## src/rtl/peg_l2_rs_rx_pkg.sv

```systemverilog
// Shared definitions for the L2 GMII receive reconciliation sublayer.
//   - RS FSM state encodings and the enum used by the FSM
//   - default maximum frame length (preamble/SFD/FCS included)
//   - GMII false-carrier code, reserved for future use
package peg_l2_rs_rx_pkg;

  localparam logic [1:0] L2_RS_IDLE_S = 2'd0;
  localparam logic [1:0] L2_RS_DATA_S = 2'd1;
  localparam logic [1:0] L2_RS_DROP_S = 2'd2;

  localparam int unsigned MAX_FRM_LEN_DEF = 1530;

  localparam logic [7:0] GMII_FALSE_CARRIER = 8'h0E;

  typedef enum logic [1:0] {
    StIdle = L2_RS_IDLE_S,
    StData = L2_RS_DATA_S,
    StDrop = L2_RS_DROP_S
  } rs_state_e;

endpackage

```

## src/rtl/peg_l2_sat_cntr.sv

```systemverilog
// Saturating up-counter with synchronous clear.
//   clk, rst_n : clock, asynchronous active-low reset
//   inc        : add one (holds at all-ones)
//   clr        : synchronous clear, wins over inc
//   count      : current value
module peg_l2_sat_cntr #(
  parameter int unsigned W = 16
) (
  input  logic         clk,
  input  logic         rst_n,
  input  logic         inc,
  input  logic         clr,
  output logic [W-1:0] count
);

  logic [W-1:0] count_q;

  always_ff @(posedge clk or negedge rst_n) begin
    if (!rst_n) begin
      count_q <= '0;
    end else if (clr) begin
      count_q <= '0;
    end else if (inc && (count_q != {W{1'b1}})) begin
      count_q <= count_q + W'(1);
    end
  end

  assign count = count_q;

endmodule

```

## src/rtl/peg_l2_rs_rx.sv

```systemverilog
// GMII receive reconciliation sublayer (1G, 8-bit).
// Turns gmii_rx_dv/er/rxd into the rs_rx_* beat stream for the MAC RX parser.
// A one-byte hold register provides lookahead so eop lands on the last byte;
// every byte takes a fixed 3 clk from pins to outputs.
//   clk, rst_n                 : clock, asynchronous active-low reset
//   config_l2_rs_rx_en         : accept new frames (sampled at frame start)
//   config_l2_rs_rx_cntr_clr   : clear both statistics counters
//   gmii_rx_dv/er, gmii_rxd    : GMII receive pins
//   rs_rx_valid/sop/eop/data   : registered one-clk beat per byte
//   rs_rx_ready                : downstream ready; a refused beat is lost
//   rs_rx_error                : frame errored, meaningful with eop
//   l2_rs_rx_fsm_state         : IDLE=0, DATA=1, DROP=2
//   l2_rs_rx_frm_cntr/err_cntr : saturating frame / errored-frame counts
module peg_l2_rs_rx
  import peg_l2_rs_rx_pkg::*;
#(
  parameter int unsigned PKT_DATA_W  = 8,
  parameter int unsigned MAX_FRM_LEN = MAX_FRM_LEN_DEF,
  parameter int unsigned LEN_CNTR_W  = 12,
  parameter int unsigned CNTR_W      = 16
) (
  input  logic                  clk,
  input  logic                  rst_n,
  input  logic                  config_l2_rs_rx_en,
  input  logic                  config_l2_rs_rx_cntr_clr,
  input  logic                  gmii_rx_dv,
  input  logic                  gmii_rx_er,
  input  logic [7:0]            gmii_rxd,
  output logic                  rs_rx_valid,
  output logic                  rs_rx_sop,
  output logic                  rs_rx_eop,
  output logic [PKT_DATA_W-1:0] rs_rx_data,
  input  logic                  rs_rx_ready,
  output logic                  rs_rx_error,
  output logic [1:0]            l2_rs_rx_fsm_state,
  output logic [CNTR_W-1:0]     l2_rs_rx_frm_cntr,
  output logic [CNTR_W-1:0]     l2_rs_rx_err_cntr
);

  logic                  s0_dv, s0_er;
  logic [PKT_DATA_W-1:0] s0_d;
  rs_state_e             state_q;
  logic                  hold_vld_q, hold_sop_q;
  logic [PKT_DATA_W-1:0] hold_d_q;
  logic [LEN_CNTR_W-1:0] len_q;
  logic                  err_f_q, ovf_f_q;
  logic                  valid_q, sop_q, eop_q, error_q;
  logic [PKT_DATA_W-1:0] data_q;

  logic beat_lost, at_max, emit, emit_eop, emit_err;

  // Emission decode, shared by the output registers and the counters.
  always_comb begin
    beat_lost = valid_q & ~rs_rx_ready;
    at_max    = (len_q == LEN_CNTR_W'(MAX_FRM_LEN));
    emit      = 1'b0;
    emit_eop  = 1'b0;
    emit_err  = 1'b0;
    if (state_q == StData && hold_vld_q) begin
      emit = 1'b1;
      if (!s0_dv) begin
        emit_eop = 1'b1;
        // A beat refused on this very edge still taints the frame.
        emit_err = err_f_q | ovf_f_q | beat_lost;
      end else if (at_max) begin
        // Next byte would exceed the limit: close the frame as errored.
        emit_eop = 1'b1;
        emit_err = 1'b1;
      end
    end
  end

  always_ff @(posedge clk or negedge rst_n) begin
    if (!rst_n) begin
      s0_dv      <= 1'b0;
      s0_er      <= 1'b0;
      s0_d       <= '0;
      state_q    <= StIdle;
      hold_vld_q <= 1'b0;
      hold_sop_q <= 1'b0;
      hold_d_q   <= '0;
      len_q      <= '0;
      err_f_q    <= 1'b0;
      ovf_f_q    <= 1'b0;
      valid_q    <= 1'b0;
      sop_q      <= 1'b0;
      eop_q      <= 1'b0;
      error_q    <= 1'b0;
      data_q     <= '0;
    end else begin
      s0_dv   <= gmii_rx_dv;
      s0_er   <= gmii_rx_er;
      s0_d    <= gmii_rxd;
      valid_q <= emit;
      sop_q   <= emit & hold_sop_q;
      eop_q   <= emit_eop;
      error_q <= emit_err;
      data_q  <= emit ? hold_d_q : '0;
      unique case (state_q)
        StIdle: begin
          hold_vld_q <= 1'b0;
          if (s0_dv) begin
            if (config_l2_rs_rx_en) begin
              hold_vld_q <= 1'b1;
              hold_sop_q <= 1'b1;
              hold_d_q   <= s0_d;
              len_q      <= LEN_CNTR_W'(1);
              err_f_q    <= 1'b0;
              ovf_f_q    <= 1'b0;
              state_q    <= StData;
            end else begin
              state_q <= StDrop;
            end
          end
        end
        StData: begin
          if (!s0_dv || at_max) begin
            hold_vld_q <= 1'b0;
            hold_sop_q <= 1'b0;
            state_q    <= s0_dv ? StDrop : StIdle;
          end else begin
            hold_d_q   <= s0_d;
            hold_sop_q <= 1'b0;
            len_q      <= len_q + LEN_CNTR_W'(1);
            err_f_q    <= err_f_q | s0_er;
            ovf_f_q    <= ovf_f_q | beat_lost;
          end
        end
        StDrop: begin
          if (!s0_dv) state_q <= StIdle;
        end
        default: state_q <= StIdle;
      endcase
    end
  end

  assign rs_rx_valid        = valid_q;
  assign rs_rx_sop          = sop_q;
  assign rs_rx_eop          = eop_q;
  assign rs_rx_data         = data_q;
  assign rs_rx_error        = error_q;
  assign l2_rs_rx_fsm_state = state_q;

  peg_l2_sat_cntr #(.W(CNTR_W)) u_frm_cntr (
    .clk   (clk),
    .rst_n (rst_n),
    .inc   (emit_eop),
    .clr   (config_l2_rs_rx_cntr_clr),
    .count (l2_rs_rx_frm_cntr)
  );

  peg_l2_sat_cntr #(.W(CNTR_W)) u_err_cntr (
    .clk   (clk),
    .rst_n (rst_n),
    .inc   (emit_eop & emit_err),
    .clr   (config_l2_rs_rx_cntr_clr),
    .count (l2_rs_rx_err_cntr)
  );

endmodule
```

## config.mk

```make
export PLATFORM = sky130hd
export DESIGN_NAME = peg_l2_rs_rx
export DESIGN_NICKNAME = d
export VERILOG_FILES = /design/src/rtl/peg_l2_rs_rx_pkg.sv /design/src/rtl/peg_l2_sat_cntr.sv /design/src/rtl/peg_l2_rs_rx.sv
export SDC_FILE = /design/constraint.sdc
export NUM_CORES = 1
export LEC_CHECK = 0
export CORE_MARGIN = 3
export CORE_UTILIZATION = 50
export DETAILED_ROUTE_END_ITERATION = 8
export DONT_BUFFER_PORTS = 1
export HOLD_SLACK_MARGIN = 0.03
export MAX_ROUTING_LAYER = met4
export PLACE_DENSITY = 0.8
export SLEW_MARGIN = 20
export SYNTH_ARGS = -nofsm -noshare
export SYNTH_HDL_FRONTEND = slang
export SYNTH_HIERARCHICAL = 1
export SYNTH_SLANG_ARGS = --single-unit
```

## constraint.sdc

```tcl
create_clock -name clk -period 2.7 [get_ports clk]
set_clock_uncertainty 0.1 [all_clocks]
set_input_delay 0.54 -clock clk [delete_from_list [all_inputs] [get_ports clk]]
set_output_delay 0.54 -clock clk [all_outputs]
set_load 0.02 [all_outputs]
```

Word level (Yosys, flattened, before mapping)

Cells that the tools add are included.

Bitwise gates (word level): 8
Add/sub/neg operators: 3
Reductions and logical operators: 13
Muxes and demuxes: 38
Eq/ne operators: 10

Operators by type and width:

| cell                  | number |
|---|---|
| $mux 16               | 4 |
| $mux 12               | 3 |
| $add 16x1->16 const B | 2 |
| $mux 8                | 4 |
| $ne 16x16->1 const B  | 2 |
| $pmux 12 s2           | 1 |
| $pmux 8 s2            | 1 |
| $mux 1                | 15 |
| $add 12x1->12 const B | 1 |
| $eq 12x11->1 const B  | 1 |
| $mux 2                | 5 |
| $ne 2x2->1 const B    | 4 |
| $pmux 1 s2            | 4 |
| $pmux 2 s3            | 1 |
| $reduce_and 3->1      | 2 |
| $reduce_bool 2->1     | 3 |
| $or 1x1->1            | 4 |
| $reduce_and 4->1      | 1 |
| $and 1x1->1           | 3 |
| $logic_and 1x1->1     | 3 |
| $eq 2x1->1 const B    | 1 |
| $eq 2x2->1 const B    | 1 |
| $logic_not 2->1       | 1 |
| $ne 2x1->1 const B    | 1 |
| other kinds (4)       | 4 |

Bits of input ports: 15
Logic and storage cells: 89
Flip-flop bits (word level): 80

Logic depth before layout (Yosys ltp)

Gate-level depths: netlist (run 1).

Word-level depth: 9
Depth in mapped cells: 11

Cells and area by module

Netlist (run 1), hierarchy kept.

By module, submodules not included:

| module          | times used | area an instance (µm²) | cells each |
|---|---|---|---|
| peg_l2_rs_rx    | 1          | 1,895.6                | 149 |
| peg_l2_sat_cntr | 2          | 942.2                  | 98 |

Least setup slack after synthesis (run 1)

Ideal clock, no wire load.

Kind: register -> register
Start: register len_q[0]
End: register u_err_cntr.count_q[3] (netlist: u_err_cntr/count[3])
Library setup time: 78 ps
Data required time: 2,522 ps
Cell stages (with the launch flop): 11
Slack: -176 ps
Arrival time: 2,698 ps
Cells stage by stage: dfrtp_1 -> inv_1 -> ha_1 -> and4b_1 -> nand3_1 -> a21boi_0 -> o41a_1 -> inv_1 -> clkbuf_1 -> or4_2 -> a21oi_1

Longest elaborated chain between the ends: 7
Elaborated cells between the ends (all ways): 9
Those cells by class: 1 x eq/ne; 5 x mux; 1 x bitwise; 2 x reduce/logical

Ends and longest elaborated chain:

| item                        | line                  | text |
|---|---|---|
| start: declaration          | peg_l2_rs_rx.sv:45    | `logic [LEN_CNTR_W-1:0] len_q;` |
| start signal: assignment    | peg_l2_rs_rx.sv:124   | `len_q <= len_q + LEN_CNTR_W'(1);` |
| $eq 12x11->1                | peg_l2_rs_rx.sv:55    | `at_max = (len_q == LEN_CNTR_W'(MAX_FRM_LEN));` |
| $mux 1                      | peg_l2_rs_rx.sv:65    | `end else if (at_max) begin` |
| $mux 1                      | peg_l2_rs_rx.sv:61    | `if (!s0_dv) begin` |
| $mux 1                      | peg_l2_rs_rx.sv:59    | `if (state_q == StData && hold_vld_q) begin` |
| net emit_eop                | peg_l2_rs_rx.sv:50    | `logic beat_lost, at_max, emit, emit_eop, emit_err;` |
| $and 1x1->1                 | peg_l2_rs_rx.sv:155   | `.inc (emit_eop & emit_err),` |
| $logic_and 1x1->1           | peg_l2_sat_cntr.sv:23 | `end else if (inc && (count_q != {W{1'b1}})) begin` |
| $reduce_bool 2->1 (no line) | n/a                   |  |
| end signal: assignment      | peg_l2_sat_cntr.sv:24 | `count_q <= count_q + W'(1);` |
| end: declaration            | peg_l2_sat_cntr.sv:16 | `logic [W-1:0] count_q;` |

The timed path passes the listed nets, and every way through them passes these cells.
A chain may end at the register's enable or synchronous reset.

Worst setup path in the final report (run 1)

Start: register len_q[0]
End: register u_err_cntr.count_q[9] (netlist: u_err_cntr/count[9])

Same word-level chain as after synthesis.

==> impl_metrics.toml, run 1 <==
[critical_path]
regToRegStartpoint = "len_q[0]"
crit_arrival_ps = 2700
ff2ff_path_depth = 10
ff2ff_setup_slack_ps = 140
worstPathMaxFanout = 9
start_kind = "flip-flop"
cp.required_ps = 2840
worstReg2RegEnd = "u_err_cntr/count[9]"
worst-setup-path-type = "flip-flop to flip-flop"
cp-end-kind = "flip-flop"

[clock_network]
htree_levels = 3
cts_sinks = 80
cts.path.max_buffers = 2
cts_buffers = 9
root_buffer = "clkbuf_8"
clk_latency_ps = 350
cts_tree = "done"
clk_pin_slew_worst_paths_ps = 90

[final_layout]
nets = 377
fin_area_sq_um = 4220
area_growth_pct = 11.7
fill_cells = 637
layout_commonest_cell = "dfrtp_1"
multi_input_area_sq_um = 1680
n_antenna_cell = 0
seq_area_sq_um = 2000
drive_above_1_share = 0.201
final_cell_mix = "79 x dfrtp_1, 28 x a21oi_1, 20 x nand2_1"

[routing]
drc = 0
first_pass_iters = 4
routed_wl_mm = 8.18
routedWlPerCell_um = 17.7
antenna_left = 0
drtIter0Drc = 159
vias = 2892
via_per_inst = 6.26

[logic_synthesis]
syn_inst = 345
synthesis.area_sq_um = 3780
synth_fp_nets = 364
synth_warnings = 6
synth_area_per_cell_sq_um = 11.0
ys_seq_area_frac = 0.530
synth_cell_types = 48
synth-seq-cells = 80

[floorplan]
io_pins = 61
die-width_um = 92.9
rows = 31
chipHeight_um = 92.9
initial_core_util = 0.518
core_area_sq_um = 7290
dieArea_sq_um = 8640

[global_routing]
grt_pass1_wl_mm = 13.1
grtUsageTotal = 0.197
grt_overflow_total = 0
antenna_found_initial = 0
grt_start_max_net_pins = 81
first_global_vias = 2720

[place]
gp_congestion = 0.891
placed_area_sq_um = 3920
portBuffers = 0
dp_hpwl_mm = 5.25

[sta]
min_period_ps = 2560
worst_pin_slew_ps = 641
finalMaxSlewViolations = 0
timing.final.hold_violations = 0
max_freq_mhz = 391
setup_viol = 0
finalCritPeriodShare = 0.947
fin_tns_setup_ps = 0
slew_headroom = 0.569

[status]
status = "finished clean"

[min_path]
hold_path_class = "input port to flip-flop"
holdPathStages = 0
min_from = "gmii_rxd[5]"
min_to = "s0_d[5]"

[power]
peakVddDrop_mv = 0.415
powerDensity_nw_per_um2 = 609
power.total_mw = 2.57
p_leak_nw = 1.81

[flow_run]
maxCapViolations = 0
## worst max path at each step
stage / startpoint / to / slack [ps] / cells past startpoint
floorplan: len_q[0] / u_err_cntr/count[3] / 70 / 10
global placement: len_q[1] / u_err_cntr/count[3] / 160 / 8
detailed placement: len_q[1] / u_err_cntr/count[3] / 50 / 8
CTS: len_q[1] / u_err_cntr/count[3] / 30 / 8
global route: len_q[0] / u_err_cntr/count[9] / -30 / 10
finish: len_q[0] / u_err_cntr/count[9] / 140 / 10
## where the power goes
part	switching [mW]	internal, mW	leakage, nW
Clock	0.494	0.361	0.0959
Sequential	0.0998	1.32	1.06
Combinational	0.159	0.141	0.660
## registers in the layout, indices dropped and copies added, names as in the netlist
signal,flops
rs_rx_error,1
s0_dv,1
len_q,12
u_frm_cntr/count,16
hold_vld_q,1
u_err_cntr/count,16
hold_sop_q,1
err_f_q,1
rs_rx_data,8
s0_er,1
s0_d,8
hold_d_q,8
rs_rx_sop,1
ovf_f_q,1
rs_rx_eop,1
l2_rs_rx_fsm_state,2
rs_rx_valid,1
## cell families after synthesis
logic type	Yosys count	synth area share
adder cells (fa/ha/maj)	4	0.0132
flip-flops	80	0.530
buffers and inverters	28	0.0364
AO/OA/AOI/OAI	78	0.140
AND/OR/NAND/NOR	139	0.232
multiplexers	16	0.0487
## cell usage after synthesis, drive strengths merged
cell type   n  area, sq um
and4b       1         10.0
o31ai      14          105
clkbuf     13         48.8
a221o       1         10.0
o21ai      10         50.1
or4        14          110
o41a        2         22.5
and3       17          106
buf         5         48.8
a31oi      10         77.6
inv        10         40.0
dfrtp      80         2000
nand2      20         75.1
or3         6         40.0
nand3b      3         22.5
nand4      15          106
mux2       16          184
a22o        2         17.5
nand2b      3         18.8
a21oi      28          140
and2        2         12.5
nor3        3         15.0
a41oi       4         35.0
and4bb      1         12.5
and4        6         57.6
ha          4         50.1
o2bb2ai     1         8.76
and3b       1         8.76
a21boi      1         7.51
nor2b      11         68.8
o211ai      2         25.0
nor2       15         63.8
o22ai       1         6.26
a211oi      2         25.0
nor4       10         92.6
nand3      11         55.1
## what timing repair did
item	4_1_cts	5_1_grt
resized for setup	0	10
hold buffers	2	0
setup buffers	0	2
endpoints found under the hold margin	80	0
setup endpoints to repair	0	11
## metrics by stage
step	utilization	hold WS, ps	instances	setup slack (ps)
after CTS	0.570	80.0	459	26.9
final	0.579	107	462	142
after detailed placement	0.538	146	441	47.8
after global placement	0.538	146	441	159
after global routing	0.579	63.5	462	-29.0
after floorplan	-	144	345	74.9
## metal layers
metal	vias up	GRT usage	part of all wire
li1	1344	-	-
met1	1426	0.241	0.43
met2	118	0.307	0.49
met3	4	0.0812	0.081
met4	0	0.0440	0.0050
met5	-	-	0
## area by class of cell
cell class              count  share of cell area
clock inverters             7              0.0166
flip-flops and latches     80               0.475
inverters                  10              0.0104
well taps                  99              0.0293
clock buffers               9              0.0293
multi-input cells         237               0.399
repair inverters            1             0.00178
repair buffers             19              0.0391
## worst max-delay path, cell delays in order, from the launching register on
cell	delay, ps
dfrtp_1	390
inv_1	60
ha_1	130
and4b_2	260
nand3_2	90
a21boi_2	160
o41a_1	270
clkinvlp_4	140
buf_4	190
nor4_2	310
mux2_1	360
No activity file was read; power rests on OpenSTA's default activity.
==> run 2, diff against run 1 <==
--- a/config.mk
+++ b/config.mk
@@ -11,7 +11,7 @@
 export DONT_BUFFER_PORTS = 1
 export HOLD_SLACK_MARGIN = 0.03
 export MAX_ROUTING_LAYER = met4
-export PLACE_DENSITY = 0.8
+export PLACE_DENSITY = 0.68
 export SLEW_MARGIN = 20
 export SYNTH_ARGS = -nofsm -noshare
 export SYNTH_HDL_FRONTEND = slang
==> run 2 against run 1 <==
Compared with the run above: sequential power about the same; non-clock buffer count up 4; register-to-register slack worse by 20 ps; critical path depth down 2; first-iteration DRC count down 19%; critical path type unchanged; critical endpoint is now u_frm_cntr/count[3].
==> impl_metrics.toml, run 2 (same netlist as run 1, synthesis figures left out) <==
[global_routing]
busiest_layer = "met2"
grt_start_max_net_pins = 81
grt_pass1_wl_mm = 12.6
grt_use_met2 = 0.285
antenna_found_initial = 0
first_global_vias = 2579
grtUsageTotal = 0.192
met1_usage = 0.233
use_met3 = 0.0682
grt_overflow_total = 0

[final_layout]
final_util = 0.583
area_growth_pct = 12.4
fin_area_sq_um = 4250
nets = 380
layout_commonest_cell = "dfrtp_1"
fill_cells = 626
n_antenna_cell = 0
drive_above_1_share = 0.210
instances_no_fill = 465
final_cell_mix = "79 x dfrtp_1, 28 x a21oi_1, 20 x nand2_1"

[sta]
slew_headroom = 0.579
finalCritPeriodShare = 0.954
setup_viol = 0
min_period_ps = 2570
finalMaxSlewViolations = 0
worst_pin_slew_ps = 627
whs_ps = 99.8
timing.final.hold_violations = 0
max_freq_mhz = 388

[clock_network]
htree_levels = 3
clk_pin_slew_worst_paths_ps = 90
clk_latency_ps = 360
cts_buffers = 9
cts_tree = "done"
cts_sinks = 80
cts.path.max_buffers = 2
root_buffer = "clkbuf_8"

[min_path]
holdPathStages = 0
hold_path_class = "input port to flip-flop"

[power]
powerDensity_nw_per_um2 = 599
p_leak_nw = 1.83
peakVddDrop_mv = 0.396
power.total_mw = 2.55

[critical_path]
cp.required_ps = 2890
cp_slowest_cell = "or4_2"
cp-end-kind = "flip-flop"
crit_chain = "and4bb_2, nand3_2, a21boi_2, buf_4, clkinvlp_4, buf_12, or4_2, a21oi_1"
worstPathMaxFanout = 10
worst-setup-path-type = "flip-flop to flip-flop"
cpPeakStageDelay_ps = 640
path_depth = 8
ff2ff_path_depth = 8
path_buf_inv = 3
start_kind = "flip-flop"
crit_family = "simple AND/OR/NAND/NOR gates"
crit_arrival_ps = 2770

[floorplan]
core_area_sq_um = 7290
rows = 31
io_pins = 61
chipHeight_um = 92.9
initial_core_util = 0.518
die-width_um = 92.9
dieArea_sq_um = 8640

[flow_run]
maxCapViolations = 0

[status]
status = "finished clean"

[routing]
routedWlPerCell_um = 17.3
vias = 2793
first_pass_iters = 4
antenna_left = 0
via_per_inst = 6.01
drtIter0Drc = 128
drc = 0
routed_wl_mm = 8.06

[place]
gp_congestion = 0.854
placed_area_sq_um = 3910
dp.cells = 439
dp_hpwl_mm = 5.17
portBuffers = 0
run 2: cell count changes in the layout (fill, tap and decap cells not counted), sizes merged:
| cell | change |
|---|---|
| buf | +4 |
| clkinv | -1 |
| clkinvlp | +2 |
| inv | -2 |
run 2: power by group:
group / total, mW / leakage (nW) / switching [mW] / internal (mW)
Sequential: 1.42 / 1.06 / 0.105 / 1.32
Clock: 0.843 / 0.0863 / 0.490 / 0.353
Combinational: 0.284 / 0.681 / 0.147 / 0.136
run 2: layer usage:
layer	part of all wire	wire length, um
met1	0.43	3490
met2	0.48	3860
met3	0.077	618
met4	0.011	88
met5	0	0
run 2: path summary, 6_finish.rpt:
| path | slack, ps | start | end |
|---|---|---|---|
| worst max register to register | 130 | len_q[2] | u_frm_cntr/count[3] |
| worst min-delay path | 100 | gmii_rxd[5] | s0_d[5] |
| min in group asynchronous | 630 | rst_n | u_frm_cntr/count[8] |
| max in group asynchronous | 1550 | rst_n | len_q[1] |
| worst max-delay path | 130 | len_q[2] | u_frm_cntr/count[3] |
| worst min register to register | 380 | s0_d[4] | hold_d_q[4] |
run 2: area by class of cell:
type / instances / area (sq um) / area share
clock buffer: 9 / 124 / 0.0292
clock inverter: 7 / 62.6 / 0.0147
inverter: 10 / 47.5 / 0.0112
multi-input combinational: 237 / 1670 / 0.393
sequential: 80 / 2000 / 0.472
tap: 99 / 124 / 0.0292
timing repair buffer: 23 / 218 / 0.0513
run 2: repair_timing:
action                                  4_1_cts  5_1_grt
buffers inserted                              0        8
endpoints found under the hold margin        80        0
hold buffers                                  2        0
resized for setup                             0        9
endpoints found under the setup margin        0       14
run 2: worst reg2reg max path: stages, from the launching register on:
cell and delay, ps:
dfrtp_1 450, and4bb_2 380, nand3_2 110, a21boi_2 160
buf_4 180, clkinvlp_4 160, buf_12 170, or4_2 640
a21oi_1 150
run 2: through the flow:
stage	TNS, ps	setup WS (ps)
after global placement	0	163
after global routing	-11.2	-11.2
after detailed placement	0	77.9
after floorplan	0	74.9
final	0	125
after CTS	0	48.9
==> run 3, diff against run 2 <==
--- a/config.mk
+++ b/config.mk
@@ -12,6 +12,7 @@
 export HOLD_SLACK_MARGIN = 0.03
 export MAX_ROUTING_LAYER = met4
 export PLACE_DENSITY = 0.68
+export REMOVE_ABC_BUFFERS = 1
 export SLEW_MARGIN = 20
 export SYNTH_ARGS = -nofsm -noshare
 export SYNTH_HDL_FRONTEND = slang
==> run 3 against run 2 <==
Compared with the run above: first-iteration DRC count decreased by 3.1%; clock power increased by 22%; critical path depth increased by 2; setup slack got worse by 87 ps; sequential power about the same; design area increased by 0.62%; wire length decreased by 0.12%; non-clock buffer count increased by 3; clock-buffer cell count unchanged; combinational power increased by 19%; via count increased by 0.93%; critical path type unchanged; critical endpoint is now u_err_cntr/count[13]; largest cell class unchanged; highest routed layer unchanged.
==> impl_metrics.toml, run 3 (same netlist as run 1, synthesis figures left out) <==
[clock_network]
cts.path.max_buffers = 2
root_buffer = "clkbuf_8"
clk_latency_ps = 350
cts_buffers = 9
cts_sinks = 80
clk_pin_slew_worst_paths_ps = 90
htree_levels = 3
cts_tree = "done"

[floorplan]
rows = 31
die-width_um = 92.9
initial_core_util = 0.518
chipHeight_um = 92.9
dieArea_sq_um = 8640
core_area_sq_um = 7290
io_pins = 61

[final_layout]
final_cell_mix = "80 x dfrtp_1, 28 x a21oi_1, 23 x buf_4"
area_growth_pct = 13.1
final_util = 0.586
nets = 383
n_antenna_cell = 0
layout_commonest_cell = "dfrtp_1"
instances_no_fill = 468
drive_above_1_share = 0.201

[place]
portBuffers = 0
dp.cells = 444
gp_congestion = 0.777
place_ws_ps = -15.6
dp_hpwl_mm = 5.13

[power]
powerDensity_nw_per_um2 = 646
power_frac_comb = 0.122
p_seq_frac = 0.506
peakVddDrop_mv = 0.463
p_sw_uw = 744
p_leak_nw = 1.87
power.total_mw = 2.76
clockPowerShare = 0.372
p_int_mw = 2.02
p_sw_frac = 0.269

[routing]
routed_wl_mm = 8.05
first_pass_iters = 4
drc = 0
routedWlPerCell_um = 17.2
antenna_left = 0
vias = 2819
via_per_inst = 6.02
drtIter0Drc = 124

[critical_path]
worstPathMaxFanout = 7
cp-end-kind = "flip-flop"
path_buf_inv = 3
start_kind = "flip-flop"
cp_slowest_cell = "dfrtp_1"
crit_chain = "inv_1, ha_1, and4b_1, nand3_1, a21boi_2, o41a_1, clkinvlp_4, buf_2, nor4_2, mux2_1"
crit_family = "simple AND/OR/NAND/NOR gates"
cp.required_ps = 2830
worst-setup-path-type = "flip-flop to flip-flop"
cpPeakStageDelay_ps = 390
crit_arrival_ps = 2790

[global_routing]
antenna_found_initial = 0
grt_pass1_wl_mm = 13.1
first_global_vias = 2681
grt_overflow_total = 0
grt_start_max_net_pins = 81
grtUsageTotal = 0.195

[sta]
max_freq_mhz = 376
final.setup.worst_slack_ps = 38.2
slew_headroom = 0.626
finalCritPeriodShare = 0.986
worst_pin_slew_ps = 560
whs_ps = 113
finalMaxSlewViolations = 0
rsz0062_at_grt = "true"
setup_viol = 0
timing.final.hold_violations = 0
min_period_ps = 2660

[status]
status = "finished clean"

[min_path]
hold_path_class = "input port to flip-flop"

[flow_run]
maxCapViolations = 0
-- run 3: metrics by stage --
stage | TNS, ps | instance area (sq um)
2_1_floorplan | -10490 | 3680
3_3_place_gp | 0 | 3940
3_5_place_dp | -15.6 | 3940
4_1_cts | 0 | 4210
5_1_grt | -124 | 4270
6_report | 0 | 4270
-- run 3: final cells by class --
type / count / area, sq um
Clock buffer: 9 / 124
Clock inverter: 7 / 109
Fill cell: 632 / 3020
Inverter: 10 / 43.8
Multi-Input combinational cell: 237 / 1660
Sequential cell: 80 / 2000
Tap cell: 99 / 124
Timing Repair Buffer: 26 / 215
-- run 3: power by group through the flow --
stage          clock network, mW  logic (mW)  registers, mW
5_1_grt                     1.11       0.381           1.42
3_3_place_gp                   0       0.295           1.42
4_1_cts                     1.06       0.340           1.40
6_report                    1.03       0.337           1.40
3_5_place_dp                   0       0.310           1.42
2_1_floorplan                  0       0.175           1.43
-- run 3: path summary, 6_finish.rpt --
kind | start | to | slack (ps) | cells past startpoint
setup / recovery | len_q[0] | u_err_cntr/count[13] | 40 | 10
hold / removal | gmii_rxd[1] | s0_d[1] | 110 | 0
max in group asynchronous | rst_n | s0_dv | 1530 | 2
min in group asynchronous | rst_n | u_err_cntr/count[14] | 640 | 2
setup reg to reg | len_q[0] | u_err_cntr/count[13] | 40 | 10
hold reg to reg | s0_d[2] | hold_d_q[2] | 380 | 1
-- run 3: worst reg2reg max path, delay by kind of cell, from the launching register on --
family	cells	cell delay (ps)
buffers and inverters	3	470
muxes	1	370
adders and majority gates	1	130
and+or+nand+nor	3	650
AOI/OAI and AO/OA	2	450
DFF	1	390
-- run 3: routing by layer --
layer | GRT usage | wire length (um)
met2 | 0.303 | 3980
met3 | 0.0609 | 461
met4 | 0.0464 | 62
met1 | 0.251 | 3540
met5 | - | 0
-- run 3: what timing repair did --
item | 4_1_cts | 5_1_grt
endpoints found under the setup margin | 2 | 11
endpoints found under the hold margin | 80 | 0
hold buffers | 2 | 0
resized for setup | 1 | 5
pin swaps | 0 | 1
buffers inserted | 0 | 6
